**config.mk**
```make
export PLATFORM = sky130hd
export DESIGN_NAME = pipe_stage_skid
export DESIGN_NICKNAME = d
export VERILOG_FILES = /design/src/rtl/pipe_stage_skid.sv
export SDC_FILE = /design/constraint.sdc
export NUM_CORES = 1
export LEC_CHECK = 0
export CORE_MARGIN = 5
export CORE_UTILIZATION = 45
export CTS_CLUSTER_SIZE = 8
export DETAILED_ROUTE_END_ITERATION = 8
export PLACE_DENSITY = 0.77
export SLEW_MARGIN = 20
export SYNTH_ARGS = -nofsm -noshare
export SYNTH_HDL_FRONTEND = slang
export SYNTH_SLANG_ARGS = --single-unit
```
**constraint.sdc**
```tcl
create_clock -name clk -period 2.5 [get_ports clk]
set_clock_uncertainty 0.15 [all_clocks]
set_input_delay 0.5 -clock clk [delete_from_list [all_inputs] [get_ports clk]]
set_output_delay 0.5 -clock clk [all_outputs]
set_load 0.03 [all_outputs]
```
**src/rtl/pipe_stage_skid.sv**
```systemverilog
// Pipeline stage register carrying a PC and payload word over a valid/ready
// handshake. With SKID_EN=1 a second (skid) entry lets in_ready come purely
// from a flop. Synchronous flush zeroes the data and drops the current input
// beat. Saturating stall and flush-drop counters are exported for the hazard
// and performance logic.
//
// state | meaning
// ------+---------------------------------------------------------------
// EMPTY | no entry held, out_valid=0
// ONE   | main entry valid and driving out_*
// TWO   | main and skid entries valid, in_ready=0 (SKID_EN=1 only)
module pipe_stage_skid #(
    parameter int PC_W    = 32,
    parameter int DATA_W  = 32,
    parameter int SKID_EN = 1,
    parameter int CNT_W   = 16
) (
    input  logic              clk,
    input  logic              rstn,
    input  logic              flush,
    input  logic              in_valid,
    output logic              in_ready,
    input  logic [PC_W-1:0]   in_pc,
    input  logic [DATA_W-1:0] in_data,
    output logic              out_valid,
    input  logic              out_ready,
    output logic [PC_W-1:0]   out_pc,
    output logic [DATA_W-1:0] out_data,
    output logic [1:0]        occupancy,
    output logic [CNT_W-1:0]  stall_cnt,
    output logic [CNT_W-1:0]  drop_cnt
);

    localparam logic [1:0] ST_EMPTY = 2'd0;
    localparam logic [1:0] ST_ONE   = 2'd1;
    localparam logic [1:0] ST_TWO   = 2'd2;

    logic [1:0]        state_q, state_d;
    logic [PC_W-1:0]   main_pc_q, main_pc_d;
    logic [DATA_W-1:0] main_data_q, main_data_d;
    logic [PC_W-1:0]   skid_pc_q, skid_pc_d;
    logic [DATA_W-1:0] skid_data_q, skid_data_d;
    logic              in_ready_q;
    logic [CNT_W-1:0]  stall_q, stall_d;
    logic [CNT_W-1:0]  drop_q, drop_d;
    logic              in_xfer, out_xfer;
    logic [1:0]        drop_add;
    logic [CNT_W:0]    drop_sum;

    assign out_valid = (state_q != ST_EMPTY);
    assign out_pc    = main_pc_q;
    assign out_data  = main_data_q;
    assign occupancy = state_q;
    assign stall_cnt = stall_q;
    assign drop_cnt  = drop_q;

    // In skid mode in_ready is a flop; single-entry mode looks through to out_ready.
    assign in_ready = (SKID_EN != 0) ? in_ready_q : (!out_valid || out_ready);

    assign in_xfer  = in_valid && in_ready;
    assign out_xfer = out_valid && out_ready;

    // Entries held at a flush edge that are not leaving downstream this cycle.
    assign drop_add = state_q - {1'b0, out_xfer};
    assign drop_sum = {1'b0, drop_q} + {{(CNT_W-1){1'b0}}, drop_add};

    // Next-state, entry data and counter updates.
    always_comb begin
        state_d     = state_q;
        main_pc_d   = main_pc_q;
        main_data_d = main_data_q;
        skid_pc_d   = skid_pc_q;
        skid_data_d = skid_data_q;
        stall_d     = stall_q;
        drop_d      = drop_q;

        if (out_valid && !out_ready && (stall_q != {CNT_W{1'b1}})) begin
            stall_d = stall_q + {{(CNT_W-1){1'b0}}, 1'b1};
        end

        if (flush) begin
            state_d     = ST_EMPTY;
            main_pc_d   = '0;
            main_data_d = '0;
            skid_pc_d   = '0;
            skid_data_d = '0;
            drop_d      = drop_sum[CNT_W] ? {CNT_W{1'b1}} : drop_sum[CNT_W-1:0];
        end else begin
            case (state_q)
                ST_EMPTY: begin
                    if (in_xfer) begin
                        state_d     = ST_ONE;
                        main_pc_d   = in_pc;
                        main_data_d = in_data;
                    end
                end
                ST_ONE: begin
                    if (in_xfer && out_xfer) begin
                        main_pc_d   = in_pc;
                        main_data_d = in_data;
                    end else if (in_xfer) begin
                        // Only reachable in skid mode; single-entry in_ready is low here.
                        state_d     = ST_TWO;
                        skid_pc_d   = in_pc;
                        skid_data_d = in_data;
                    end else if (out_xfer) begin
                        // Data flops keep their last value after draining.
                        state_d = ST_EMPTY;
                    end
                end
                ST_TWO: begin
                    if (out_xfer) begin
                        state_d     = ST_ONE;
                        main_pc_d   = skid_pc_q;
                        main_data_d = skid_data_q;
                        skid_pc_d   = '0;
                        skid_data_d = '0;
                    end
                end
                default: state_d = ST_EMPTY;
            endcase
        end
    end

    // State registers with synchronous active-low reset.
    always_ff @(posedge clk) begin
        if (!rstn) begin
            state_q     <= ST_EMPTY;
            main_pc_q   <= '0;
            main_data_q <= '0;
            skid_pc_q   <= '0;
            skid_data_q <= '0;
            in_ready_q  <= 1'b1;
            stall_q     <= '0;
            drop_q      <= '0;
        end else begin
            state_q     <= state_d;
            main_pc_q   <= main_pc_d;
            main_data_q <= main_data_d;
            skid_pc_q   <= skid_pc_d;
            skid_data_q <= skid_data_d;
            in_ready_q  <= (state_d != ST_TWO);
            stall_q     <= stall_d;
            drop_q      <= drop_d;
        end
    end

    // Protocol checks: occupancy bound, full implies not ready, stalled output holds.
    always @(posedge clk) begin
        if (rstn) begin
            assert (state_q <= ((SKID_EN != 0) ? ST_TWO : ST_ONE));
            assert (!(state_q == ST_TWO && in_ready));
            if (!flush && out_valid && !out_ready) begin
                assert (main_pc_d == main_pc_q && main_data_d == main_data_q);
            end
        end
    end

endmodule
```
## Word-level counts from Yosys, hierarchy flattened

Index checks and enable logic that the tools add are counted.

| storage, ports and cells | value |
|---|---|
| logic and storage cells | 55 |
| register bits after elaboration | 163 |
| bits of input ports | 69 |
| output and inout port bits | 100 |

| operators by class | value |
|---|---|
| add/subtract/negate cells | 3 |
| equal/unequal tests | 9 |
| bitwise operators | 1 |
| reductions and logical operators | 13 |
| muxes and demuxes | 21 |

Operators by type and width:

| operator | count |
|---|---|
| $mux 32 | 9 |
| $pmux 32 s3 | 2 |
| $pmux 32 s2 | 2 |
| $add 16x2->17 | 1 |
| $add 16x1->16 const B | 1 |
| $mux 16 | 1 |
| $ne 16x16->1 const B | 1 |
| $mux 2 | 6 |
| $ne 2x2->1 const B | 6 |
| $reduce_and 4->1 | 2 |
| $pmux 2 s3 | 1 |
| $logic_and 1x1->1 | 5 |
| $reduce_bool 2->1 | 2 |
| $reduce_bool 3->1 | 1 |
| $eq 2x1->1 const B | 1 |
| $eq 2x2->1 const B | 1 |
| $logic_not 2->1 | 1 |
| $reduce_or 2->1 | 1 |
| $sub 2x1->2 | 1 |
| $logic_not 1->1 | 1 |
| $not 1->1 | 1 |

## Depth between registers and ports, before layout

| logic depth | value |
|---|---|
| word-level depth | 8 |
| depth in mapped cells | 13 |
| gate-level depth less buffers | 11 |

## Least setup slack after synthesis

Ideal clock, no wire load.

| timing path | value |
|---|---|
| kind | reg2reg |
| start | register state_q[0], in the netlist occupancy[0] |
| end | register drop_q[0], in the netlist drop_cnt[0] |
| setup time | 0.133 ns |
| arrival time | 2.787 ns |
| required time | 2.217 ns |
| clock period less this slack | 3.070 ns |
| cell stages (with the launch flop) | 12 |
| setup slack | -0.570 ns |
| path buffers | 1 |
| cell sequence | dfxtp_1 -> inv_1 -> nand2_1 -> nand2_1 -> ha_1 -> ha_1 -> fa_1 -> nand3_1 -> nor2_1 -> nand3_1 -> clkbuf_1 -> a21oi_1 |

| on the way | value |
|---|---|
| word-level cells in the longest chain between the ends | 5 |

RTL lines:

| element | line | source |
|---|---|---|
| start: declaration | 38 | `logic [1:0] state_q, state_d;` |
| start signal: assignment | 137 | `state_q <= state_d;` |
| $reduce_bool 2->1 | 50 | `assign out_valid = (state_q != ST_EMPTY);` |
| via out_valid | 25 | `output logic out_valid,` |
| $logic_and 1x1->1 | 61 | `assign out_xfer = out_valid && out_ready;` |
| $sub 2x1->2 | 64 | `assign drop_add = state_q - {1'b0, out_xfer};` |
| $add 16x2->17 | 65 | `assign drop_sum = {1'b0, drop_q} + {{(CNT_W-1){1'b0}}, drop_add};` |
| $mux 16 | 87 | `drop_d = drop_sum[CNT_W] ? {CNT_W{1'b1}} : drop_sum[CNT_W-1:0];` |
| end signal: assignment | 144 | `drop_q <= drop_d;` |
| end: declaration | 45 | `logic [CNT_W-1:0] drop_q, drop_d;` |

The timed path passes the listed nets, and every way through them passes these cells.
A chain may end at the register's enable or synchronous reset.

## Final worst setup path

| timing path | value |
|---|---|
| start | input out_ready |
| end | register drop_q[13], in the netlist drop_cnt[13] |

| on the way | value |
|---|---|
| word-level cells in the longest chain between the ends | 4 |

RTL lines:

| element | line | source |
|---|---|---|
| start: declaration | 26 | `input logic out_ready,` |
| $logic_and 1x1->1 | 61 |  |
| $sub 2x1->2 | 64 |  |
| $add 16x2->17 | 65 |  |
| $mux 16 | 87 |  |

Every way passes these cells.

==> flow_summary.yaml <==
worst_setup_path:
  worstSetupPathType: "in -> reg"
  critPathMaxStageDelay_ns: 0.43
  cp_slowest_cell: "clkdlybuf4s50_1"
  end_kind: "register"
  cp-start-kind: "primary input"
  cp.arrival_ns: 2.61
  path_cells: "clkdlybuf4s50_1 > nand2_2 > inv_1 > ha_2 > xor2_4 > ha_4 > a21oi_4 > or3_4 > or3_1 > a31oi_1"
  required_ns: 2.69
  cp_max_fo: 5
floorplan:
  ios: 169
  dieArea_um2: 17800
  rows: 45
  die_y_um: 133
  core_um2: 15100
  die_w_um: 133
  start_util: 0.454
logic_synthesis:
  ys_seq_elements: 163
  synth_cell_type_count: 56
  synthCells: 715
  avgSynthCellArea_um2: 9.59
  synth.top_cell.area_share: 0.476
  synth_area_leaders: "dfxtp_1, mux2i_1, nor2_1"
  ys_seq_area_frac: 0.476
  yosysWarnings: 0
  netlist_area_um2: 6850
  syn_nets: 791
  synth_area_leader_cell: "dfxtp_1"
  synth_edf_count: 0
  async_flop_share: 0
  ys.flop_type: "dfxtp_1"
  synth_most_common_cell: "dfxtp_1"
  synthTopCellsByCount: "dfxtp_1, nor2_1, mux2i_1"
routing:
  vias: 5915
  drc: 0
  drt-initial-drc-count: 365
  dr.pass1.iters: 5
  drt-total-wl_um: 17200
  wl_per_cell_um: 16.0
  ant_nets: 0
  viasPerCell: 5.49
pwr:
  peakVddDrop_mv: 0.428
  power.internal_mw: 4.57
  p_total_mw: 5.91
  p_comb_frac: 0.111
  clkPwrFrac: 0.435
  p_switching_mw: 1.34
  seqPwrFrac: 0.454
  p_sw_frac: 0.227
  p_leak_nw: 3.86
  power_density_nw_per_um2: 620
layout:
  multi_input_area_um2: 3370
  syn_to_final_growth_pct: 39.3
  postLayoutCellArea_um2: 9550
  nets: 955
  n_antenna_cell: 0
  num-fill-cells: 1277
  seq_area_um2: 3270
  layout-drive-gt1-share: 0.0967
placement:
  place_hpwl_um: 11500
  gp_congestion: 0.859
  postPlaceCellArea_um2: 8910
  io_buffers: 168
cts:
  htreeDepth: 4
  insertion_delay_ns: 0.42
  cts_setup_buffers: 0
  clock_sinks: 163
  postCtsHoldBufs: 0
  clockRootBuffer: "clkbuf_16"
  clk_pin_slew_worst_paths_ns: 0.06
  cts_tree: "built"
  numCtsBuffers: 17
  clock_path_buffers: 2
global_routing:
  grt_pass1_vias: 5447
  use_met2: 0.292
  grt-ovfl-total: 0
  track_usage: 0.188
  grtUsageMet1: 0.255
  antenna_found_initial: 0
  grt_first_pass_wirelength_um: 27500
  grt_max_degree: 67
  use_met3: 0.0506
  top_usage_layer: "met2"
status:
  outcome: "complete, no violations"
timing:
  hold_ws_ns: 0.343
  rsz0062_at_grt: "false"
  tightest_slew_ns: 0.645
  max_freq_ghz: 0.413
  slew_viol_final: 0
  setup_viol: 0
  hold_viol: 0
  relSlewSlack: 0.570
  period_share: 0.969
  layout_min_cycle_time_ns: 2.42
run:
  cap_violations: 0
worst_hold_path:
  hp-class: "reg -> reg"
routing by layer:
layer,share of wire,up-vias,wire length [um]
met5,0,-,0
met1,0.47,2788,7990
li1,-,2951,-
met4,0.0096,0,165
met2,0.47,162,8090
met3,0.055,14,941
logic make-up after synthesis:
family,count (synthesis),share of synthesized area
buffers and inverters,66,0.0515
xor gates and xnor gates,8,0.0102
DFF,163,0.476
adders and majority gates,7,0.0139
and+or+nand+nor,218,0.150
muxes,68,0.0993
AOI/OAI and AO/OA,185,0.200
cell usage in the layout, fill, tap and decap left out, types with 10 or more instances in the layout:
master and count:
buf_12 10, nand2_1 14, buf_4 25, mux2i_1 68
a21oi_1 18, dfxtp_1 161, a22oi_1 65, nor2_1 137
clkdlybuf4s50_1 168, a211oi_1 67, clkbuf_16 17
power by group through the flow:
stage | sequential (mW) | combinational, mW | clock (mW)
after floorplan | 2.84 | 0.227 | 0
after global placement | 2.74 | 0.648 | 0
after detailed placement | 2.74 | 0.654 | 0
after CTS | 2.68 | 0.658 | 2.63
after global routing | 2.69 | 0.704 | 2.75
final | 2.68 | 0.655 | 2.57
registers in the layout, summed over array words and instances (netlist names):
register	count
stall_cnt	16
occupancy	2
in_ready	1
out_data	32
out_pc	32
skid_pc_q	32
skid_data_q	32
drop_cnt	16
path summary, 6_finish.rpt:
kind / startpoint / end / slack [ns] / depth (start not counted)
worst min-delay path: skid_data_q[17] / skid_data_q[17] / 0.34 / 2
worst max-delay path: out_ready / drop_cnt[13] / 0.08 / 10
worst max register to register: occupancy[1] / drop_cnt[13] / 0.10 / 11
worst min register to register: skid_data_q[17] / skid_data_q[17] / 0.34 / 2
layout make-up:
cell class                      instances  area share
Timing Repair Buffer                  203       0.217
Tap cell                              188      0.0246
Clock buffer                           24      0.0494
Sequential cell                       163       0.343
Clock inverter                          5      0.0106
Inverter                                8     0.00315
Multi-Input combinational cell        486       0.353
critical path, delay by kind of cell:
kind	cells	cell delay, ns
AO/OA/AOI/OAI	2	0.19
adder cells (fa/ha/maj)	2	0.49
AND/OR/NAND/NOR	3	0.74
XOR/XNOR	1	0.20
buffers and inverters	2	0.48
what timing repair did:
action / 4_1_cts / 5_1_grt
pin swaps: 0 / 3
gates resized for setup: 2 / 8
hold endpoints to repair: 0 / 0
setup endpoints to repair: 3 / 9
per-stage QoR:
stage / instances / util / setup TNS (ns) / setup slack (ns)
after detailed placement: 1048 / 0.590 / -4.46 / -0.346
after global routing: 1077 / 0.633 / 0 / 0.00964
final: 1077 / 0.633 / 0 / 0.0770
after floorplan: 715 / - / 0 / 0.0185
after CTS: 1077 / 0.629 / 0 / 0.0549
after global placement: 1048 / 0.590 / -3.51 / -0.278
Power figures use the tool's default switching activity.
